### src/rtl/adder_share_pkg.sv
// -----------------------------------------------------------------------------
// adder_share_pkg
// Shared definitions for the adder-sharing arbiter slice.
//   DATA_W        : operand / result width
//   MAX_REQ       : largest supported requester count
//   IDX_W         : width of a requester index
//   sum_t         : {carry, sum} result of one addition
//   onehot_to_idx : converts a one-hot requester vector to its index
// -----------------------------------------------------------------------------
package adder_share_pkg;

  localparam int DATA_W  = 32;
  localparam int MAX_REQ = 8;
  localparam int IDX_W   = 3;

  typedef logic [DATA_W:0] sum_t;

  // OR-reduction of the set bit positions; exact for one-hot or zero inputs.
  function automatic logic [IDX_W-1:0] onehot_to_idx(input logic [MAX_REQ-1:0] i_oh);
    logic [IDX_W-1:0] v_idx;
    v_idx = {IDX_W{1'b0}};
    for (int i = 0; i < MAX_REQ; i++) begin
      v_idx = v_idx | ({IDX_W{i_oh[i]}} & IDX_W'(i));
    end
    return v_idx;
  endfunction

endpackage

### src/rtl/adder_share_arb_rr_grant.sv
// -----------------------------------------------------------------------------
// rr_grant
// Combinational rotating-priority arbiter. Starting at i_ptr and wrapping
// modulo N, the first eligible requester receives a one-hot grant.
//   i_eligible [N]  : requesters allowed to win this cycle
//   i_ptr      [PW] : scan start position
//   o_grant    [N]  : one-hot grant, or zero when nobody is eligible
// -----------------------------------------------------------------------------
module rr_grant #(
  parameter int N  = 4,
  parameter int PW = 2
) (
  input  logic [N-1:0]  i_eligible,
  input  logic [PW-1:0] i_ptr,
  output logic [N-1:0]  o_grant
);

  // Scan from the pointer; only the first eligible requester is granted.
  always_comb begin
    logic          v_found;
    logic [PW-1:0] v_sel;
    o_grant = {N{1'b0}};
    v_found = 1'b0;
    v_sel   = {PW{1'b0}};
    for (int off = 0; off < N; off++) begin
      v_sel = PW'((int'(i_ptr) + off) % N);
      if (i_eligible[v_sel] && !v_found) begin
        o_grant[v_sel] = 1'b1;
        v_found        = 1'b1;
      end else begin
        v_found = v_found;
      end
    end
  end

endmodule

### src/rtl/adder_share_arb.sv
// -----------------------------------------------------------------------------
// adder_share_arb
// Shares one pipelined 32-bit adder between NUM_REQ requesters (okClk domain).
// Requester 0 is the host path; the others are internal datapath clients.
// Each requester may have one operation in flight; results come back on a
// shared bus tagged one-hot, ADD_LATENCY cycles after acceptance.
//
// Ports:
//   okClk       : clock
//   rst_n       : asynchronous active-low reset
//   req_valid   : per-requester request
//   req_ready   : one-hot grant (combinational); accept = valid & ready
//   req_a/req_b : flat operands, requester i at [32*i+31:32*i]
//   resp_valid  : one-hot, one-cycle result ownership pulse
//   resp_sum    : a+b mod 2^32, held between pulses
//   resp_carry  : carry out of bit 31, held between pulses
//   busy        : any operation in flight
//
// Build option ADDER_SHARE_ARB_HOST_PRIO_EN: requester 0 gets strict priority;
// round-robin covers only requesters 1..NUM_REQ-1 and grants to requester 0
// leave the pointer untouched. Undefined: pure round-robin over everyone.
// -----------------------------------------------------------------------------
module adder_share_arb
  import adder_share_pkg::*;
#(
  parameter int NUM_REQ     = 4,
  parameter int ADD_LATENCY = 1
) (
  input  logic                      okClk,
  input  logic                      rst_n,
  input  logic [NUM_REQ-1:0]        req_valid,
  output logic [NUM_REQ-1:0]        req_ready,
  input  logic [NUM_REQ*DATA_W-1:0] req_a,
  input  logic [NUM_REQ*DATA_W-1:0] req_b,
  output logic [NUM_REQ-1:0]        resp_valid,
  output logic [DATA_W-1:0]         resp_sum,
  output logic                      resp_carry,
  output logic                      busy
);

  localparam int PW = $clog2(NUM_REQ);

  if (NUM_REQ < 2 || NUM_REQ > MAX_REQ) begin : g_bad_num_req
    $error("adder_share_arb: NUM_REQ out of range");
  end
  if (ADD_LATENCY < 1 || ADD_LATENCY > 4) begin : g_bad_latency
    $error("adder_share_arb: ADD_LATENCY out of range");
  end

  // Registers
  logic [NUM_REQ-1:0] r_outstanding;
  logic [PW-1:0]      r_ptr;
  logic               r_busy;
  logic [NUM_REQ-1:0] r_tag [ADD_LATENCY];  // one-hot owner, zero when stage empty
  sum_t               r_sum [ADD_LATENCY];  // held while the stage is empty

  // Wires
  logic [NUM_REQ-1:0] w_resp_tag;
  logic [NUM_REQ-1:0] w_out_eff;
  logic [NUM_REQ-1:0] w_out_nxt;
  logic [NUM_REQ-1:0] w_eligible;
  logic [NUM_REQ-1:0] w_grant;
  logic               w_ptr_en;
  logic [IDX_W-1:0]   w_idx;
  logic [PW-1:0]      w_ptr_nxt;
  logic [DATA_W-1:0]  w_a;
  logic [DATA_W-1:0]  w_b;
  sum_t               w_sum;

  assign w_resp_tag = r_tag[ADD_LATENCY-1];

  // A requester whose result is on the bus this cycle counts as free, so it
  // can be granted in the same cycle it receives its response.
  assign w_out_eff  = r_outstanding & ~w_resp_tag;
  assign w_eligible = req_valid & ~w_out_eff;
  assign w_out_nxt  = w_out_eff | w_grant;

`ifdef ADDER_SHARE_ARB_HOST_PRIO_EN
  localparam logic [NUM_REQ-1:0] HOST_BIT = NUM_REQ'(1'b1);

  logic [NUM_REQ-1:0] w_rr_elig;
  logic [NUM_REQ-1:0] w_rr_grant;

  // Host is removed from the rotation and wins outright when eligible.
  assign w_rr_elig = w_eligible & ~HOST_BIT;

  rr_grant #(
    .N  (NUM_REQ),
    .PW (PW)
  ) u_rr_grant (
    .i_eligible (w_rr_elig),
    .i_ptr      (r_ptr),
    .o_grant    (w_rr_grant)
  );

  assign w_grant  = w_eligible[0] ? HOST_BIT : w_rr_grant;
  assign w_ptr_en = |(w_grant & ~HOST_BIT);
`else
  rr_grant #(
    .N  (NUM_REQ),
    .PW (PW)
  ) u_rr_grant (
    .i_eligible (w_eligible),
    .i_ptr      (r_ptr),
    .o_grant    (w_grant)
  );

  assign w_ptr_en = |w_grant;
`endif

  assign w_idx = onehot_to_idx(MAX_REQ'(w_grant));

  // Pointer moves to the requester after the winner, wrapping at NUM_REQ.
  always_comb begin
    if (int'(w_idx) == NUM_REQ - 1) begin
      w_ptr_nxt = {PW{1'b0}};
    end else begin
      w_ptr_nxt = w_idx[PW-1:0] + PW'(1'b1);
    end
  end

  // Operand select: AND-OR mux on the one-hot grant.
  always_comb begin
    w_a = {DATA_W{1'b0}};
    w_b = {DATA_W{1'b0}};
    for (int i = 0; i < NUM_REQ; i++) begin
      w_a = w_a | ({DATA_W{w_grant[i]}} & req_a[i*DATA_W +: DATA_W]);
      w_b = w_b | ({DATA_W{w_grant[i]}} & req_b[i*DATA_W +: DATA_W]);
    end
  end

  assign w_sum = {1'b0, w_a} + {1'b0, w_b};

  // Outstanding flags, round-robin pointer and busy flag.
  always_ff @(posedge okClk or negedge rst_n) begin
    if (!rst_n) begin
      r_outstanding <= {NUM_REQ{1'b0}};
      r_ptr         <= {PW{1'b0}};
      r_busy        <= 1'b0;
    end else begin
      r_outstanding <= w_out_nxt;
      r_busy        <= |w_out_nxt;
      if (w_ptr_en) begin
        r_ptr <= w_ptr_nxt;
      end else begin
        r_ptr <= r_ptr;
      end
    end
  end

  // Adder pipeline: stage 0 captures the accepted sum, later stages shift.
  // Sums only move with a valid tag so the last stage holds the previous result.
  always_ff @(posedge okClk or negedge rst_n) begin
    if (!rst_n) begin
      for (int s = 0; s < ADD_LATENCY; s++) begin
        r_tag[s] <= {NUM_REQ{1'b0}};
        r_sum[s] <= {(DATA_W+1){1'b0}};
      end
    end else begin
      r_tag[0] <= w_grant;
      if (|w_grant) begin
        r_sum[0] <= w_sum;
      end else begin
        r_sum[0] <= r_sum[0];
      end
      for (int s = 1; s < ADD_LATENCY; s++) begin
        r_tag[s] <= r_tag[s-1];
        if (|r_tag[s-1]) begin
          r_sum[s] <= r_sum[s-1];
        end else begin
          r_sum[s] <= r_sum[s];
        end
      end
    end
  end

  assign req_ready  = w_grant;
  assign resp_valid = w_resp_tag;
  assign resp_sum   = r_sum[ADD_LATENCY-1][DATA_W-1:0];
  assign resp_carry = r_sum[ADD_LATENCY-1][DATA_W];
  assign busy       = r_busy;

endmodule

### config.mk
export PLATFORM = sky130hd
export DESIGN_NAME = adder_share_arb
export DESIGN_NICKNAME = d
export VERILOG_FILES = /design/src/rtl/adder_share_pkg.sv /design/src/rtl/adder_share_arb_rr_grant.sv /design/src/rtl/adder_share_arb.sv
export SDC_FILE = /design/constraint.sdc
export NUM_CORES = 1
export LEC_CHECK = 0
export ABC_CLOCK_PERIOD_IN_PS = 10000
export CAP_MARGIN = 20
export CORE_AREA = 2 2 119 121
export CTS_BUF_LIST = sky130_fd_sc_hd__clkbuf_16
export DETAILED_ROUTE_END_ITERATION = 8
export DIE_AREA = 0 0 121 123
export GPL_TIMING_DRIVEN = 0
export PLACE_DENSITY = 0.85
export SLEW_MARGIN = 20
export SYNTH_ARGS = -nofsm -noshare
export SYNTH_HDL_FRONTEND = slang
export SYNTH_HIERARCHICAL = 1
export SYNTH_SLANG_ARGS = --single-unit
export TNS_END_PERCENT = 1
### constraint.sdc
create_clock -name okClk -period 10 [get_ports okClk]
set_input_delay 2.5 -clock okClk [delete_from_list [all_inputs] [get_ports okClk]]
set_output_delay 2.5 -clock okClk [all_outputs]
set_load 0.05 [all_outputs]
==> impl_metrics.py <==
metrics = {
    "cells_and_area": {
        "finalCoreUtilization_pct": 60.7,
        "fill_cells": 1226,
        "drive_gt1_share_pct": 3.32,
        "post-route-cell-area_mm2": 0.00826,
        "area_growth_pct": 70.9,
        "fin_nets": 1233,
        "final_cells": 1114,
    },
    "timing": {
        "timing.final.crit_share_pct": 87.4,
        "holdWs_ps": 470,
        "layout_setup_ws_ps": 1260,
        "period_needed_ps": 8740,
        "rsz0062_at_grt": "no",
        "finalHoldViolCount": 0,
        "fin_skew_ps": 8.80,
        "finalSetupViolCount": 0,
        "tightestPinTransition_ps": 866,
        "tns_ps": 0,
        "final_max_slew_viol_count": 0,
        "max_freq_ghz": 0.114,
        "slew_headroom_pct": 42.0,
    },
    "placed_design": {
        "dpl_cell_area_mm2": 0.00811,
        "globalplace.congestion": 0.874,
        "place_inst": 1105,
        "dp_hpwl_mm": 17.2,
        "dpl_worst_slack_ps": 1070,
        "io_buffers": 303,
    },
    "floorplan": {
        "fp.dieH_um": 123,
        "design.core.area_mm2": 0.0136,
        "dieArea_mm2": 0.0149,
        "start_util_pct": 35.5,
        "num_io_pins": 304,
        "num_rows": 43,
        "die_x_um": 121,
    },
    "synthesis": {
        "synth-async-reset-ratio_pct": 100,
        "yosysWarnings": 6,
        "synth_edf_count": 0,
        "synth_top_flop_cell": "dfrtp_1",
        "ys_ff_latch": 44,
        "syn_inst": 621,
        "syn-num-nets": 922,
        "ys_seq_area_share_pct": 22.8,
        "yosys.cell_types.count": 55,
        "post_synth.cell_area_avg_um2": 7.78,
        "synth_area_mm2": 0.00483,
    },
    "setup_path": {
        "crit_path_end_kind": "flop",
        "cp_slowest_cell": "clkbuf_1",
        "crit-reg2reg-launch": "r_ptr[0]",
        "worst_path_most_repeated_cell": "clkbuf_1",
        "crit_chain": "clkdlybuf4s50_1 -> and2_1 -> mux4_2 -> buf_6 -> nor4b_4 -> nand2_1 -> o211ai_1 -> clkbuf_1 -> clkbuf_1 -> clkbuf_1 -> a22oi_1 -> nand2_1 -> ha_1 -> a21oi_1 -> o22ai_1 -> o21ai_0 -> a21oi_1 -> a311oi_1 -> o21bai_1 -> a31oi_1 -> o221ai_1 -> a21boi_0",
        "worstSetupPathType": "input port to flop",
        "cp_max_fo": 10,
        "arrival_ps": 8910,
        "crit_required_ps": 10170,
        "crit_path_max_incr_delay_ps": 650,
        "start_kind": "input port",
        "cp-startpoint": "req_valid[2]",
    },
    "global_route": {
        "antenna_found_initial": 1,
        "track_usage_pct": 27.3,
        "grt_pass1_wl_mm": 31.6,
        "grt-ovfl-total": 0,
        "grt_max_degree": 28,
        "grt_pass1_vias": 6129,
    },
    "clock_tree": {
        "cts_buffers": 5,
        "clk_latency_ps": 290,
        "cts_hold_buf": 0,
        "cts_max_level": 2,
        "cts_resized": 0,
        "cts_tree": "done",
        "cts.root.buffer_cell": "clkbuf_16",
        "cts.path.max_buffers": 2,
        "cts.sinks": 44,
        "path_clk_slew_ps": 70,
        "post_cts_buffers": 0,
    },
    "routing": {
        "via_count": 6167,
        "vias_per_cell": 5.54,
        "ant_nets": 0,
        "drc": 0,
        "drt_wl_total_mm": 20.8,
        "initialDrtViolationCount": 367,
        "drtPass1Iterations": 6,
        "wire_per_inst_um": 18.7,
    },
    "run": {
        "cap_violations": 0,
    },
    "pwr": {
        "vdd_drop_max_mv": 0.0589,
        "powerDensity_mw_per_mm2": 55.7,
        "power_uw": 460,
        "leakage_nw": 3.55,
    },
    "min_path": {
        "hold_path_class": "flop to flop",
        "holdCritStartpoint": "r_sum[0]",
    },
    "run_status": {
        "status": "completed",
    },
}
[area by class of cell]
cell class	count	area (um2)	area share, %
Timing Repair Buffer	304	3050	36.9
Multi-Input combinational cell	521	3510	42.5
Inverter	11	41.3	0.500
Tap cell	180	225	2.73
Buffer	45	179	2.17
Clock buffer	5	125	1.52
Sequential cell	44	1100	13.3
Clock inverter	3	23.8	0.288
Antenna cell	1	2.50	0.0303
[routing by layer]
metal	wire length, um	track usage, %	vias up
met5	0	0	-
met4	787	10.9	0
met3	1820	6.78	48
met2	10400	49.6	312
met1	7760	30.4	2855
li1	-	-	2952
[worst paths after layout]
| kind | end | slack [ps] | depth (start not counted) |
|---|---|---|---|
| max reg2reg | r_sum[32] | 3250 | 21 |
| min | r_sum[0] | 470 | 2 |
| max in group asynchronous | resp_valid[3] | 7300 | 2 |
| min in group asynchronous | r_sum[8] | 2170 | 1 |
| max | r_sum[32] | 1260 | 22 |
| min reg2reg | r_sum[0] | 470 | 2 |
[cells by family after synthesis]
family	Yosys count	synth area share, %
AOI/OAI and AO/OA	264	38.1
xor gates and xnor gates	29	5.26
adders and majority gates	39	10.3
buffers and inverters	56	4.56
DFF	44	22.8
muxes	5	2.23
and+or+nand+nor	184	16.8
[Yosys cell counts, drive strengths merged, types with 2 or more instances]
cell type / number / area, um2
nand2: 103 / 387
mux4: 4 / 97.6
a311oi: 2 / 17.5
and2: 4 / 25.0
nand2b: 11 / 68.8
clkbuf: 39 / 148
nor3: 7 / 35.0
a21o: 19 / 148
o211ai: 8 / 70.1
xor2: 14 / 123
a211oi: 4 / 35.0
dfrtp: 44 / 1100
buf: 6 / 31.3
nand4: 2 / 12.5
o31ai: 2 / 15.0
a21oi: 58 / 290
o21ai: 23 / 123
inv: 11 / 41.3
o21bai: 3 / 22.5
nor2b: 5 / 31.3
a211o: 2 / 18.8
ha: 38 / 475
xnor2: 15 / 131
a21boi: 3 / 22.5
nor2: 34 / 128
nand3: 10 / 50.1
a22oi: 128 / 961
a31oi: 5 / 31.3
[sequential cells by signal, summed over array words and instances, names as in the netlist]
register and count:
r_outstanding 4, resp_valid 4, r_ptr 2, r_sum 33
busy 1
[worst max-delay path: cells and delay by family]
kind	cells	cell delay [ps]
fa+ha+maj	1	290
compound gates	11	2570
mux	1	490
buf+inv	5	2280
simple gates	4	750
[layout by cell type, fill, tap and decap left out, drive strengths merged, types with 2 or more instances in the layout]
cell type and count:
nand3 10, a21o 19, a22oi 128, nor2 34
nand4 2, nor3 7, buf 8, nor2b 5
clkinvlp 2, o21ai 23, o21bai 3, o211ai 8
xor2 14, nand2 103, o31ai 2, and2 4
mux4 4, nand2b 11, xnor2 15, inv 11
clkbuf 44, a21boi 3, a211o 2, a21oi 58
a211oi 4, ha 38, a311oi 2, dfrtp 44
clkdlybuf4s50 302, a31oi 5
[report_power, final]
part	switching [mW]	internal (mW)
registers	0	0.178
logic	0.0205	0.0893
clock network	0.0792	0.0932
No activity file was read; power rests on OpenSTA's default activity.
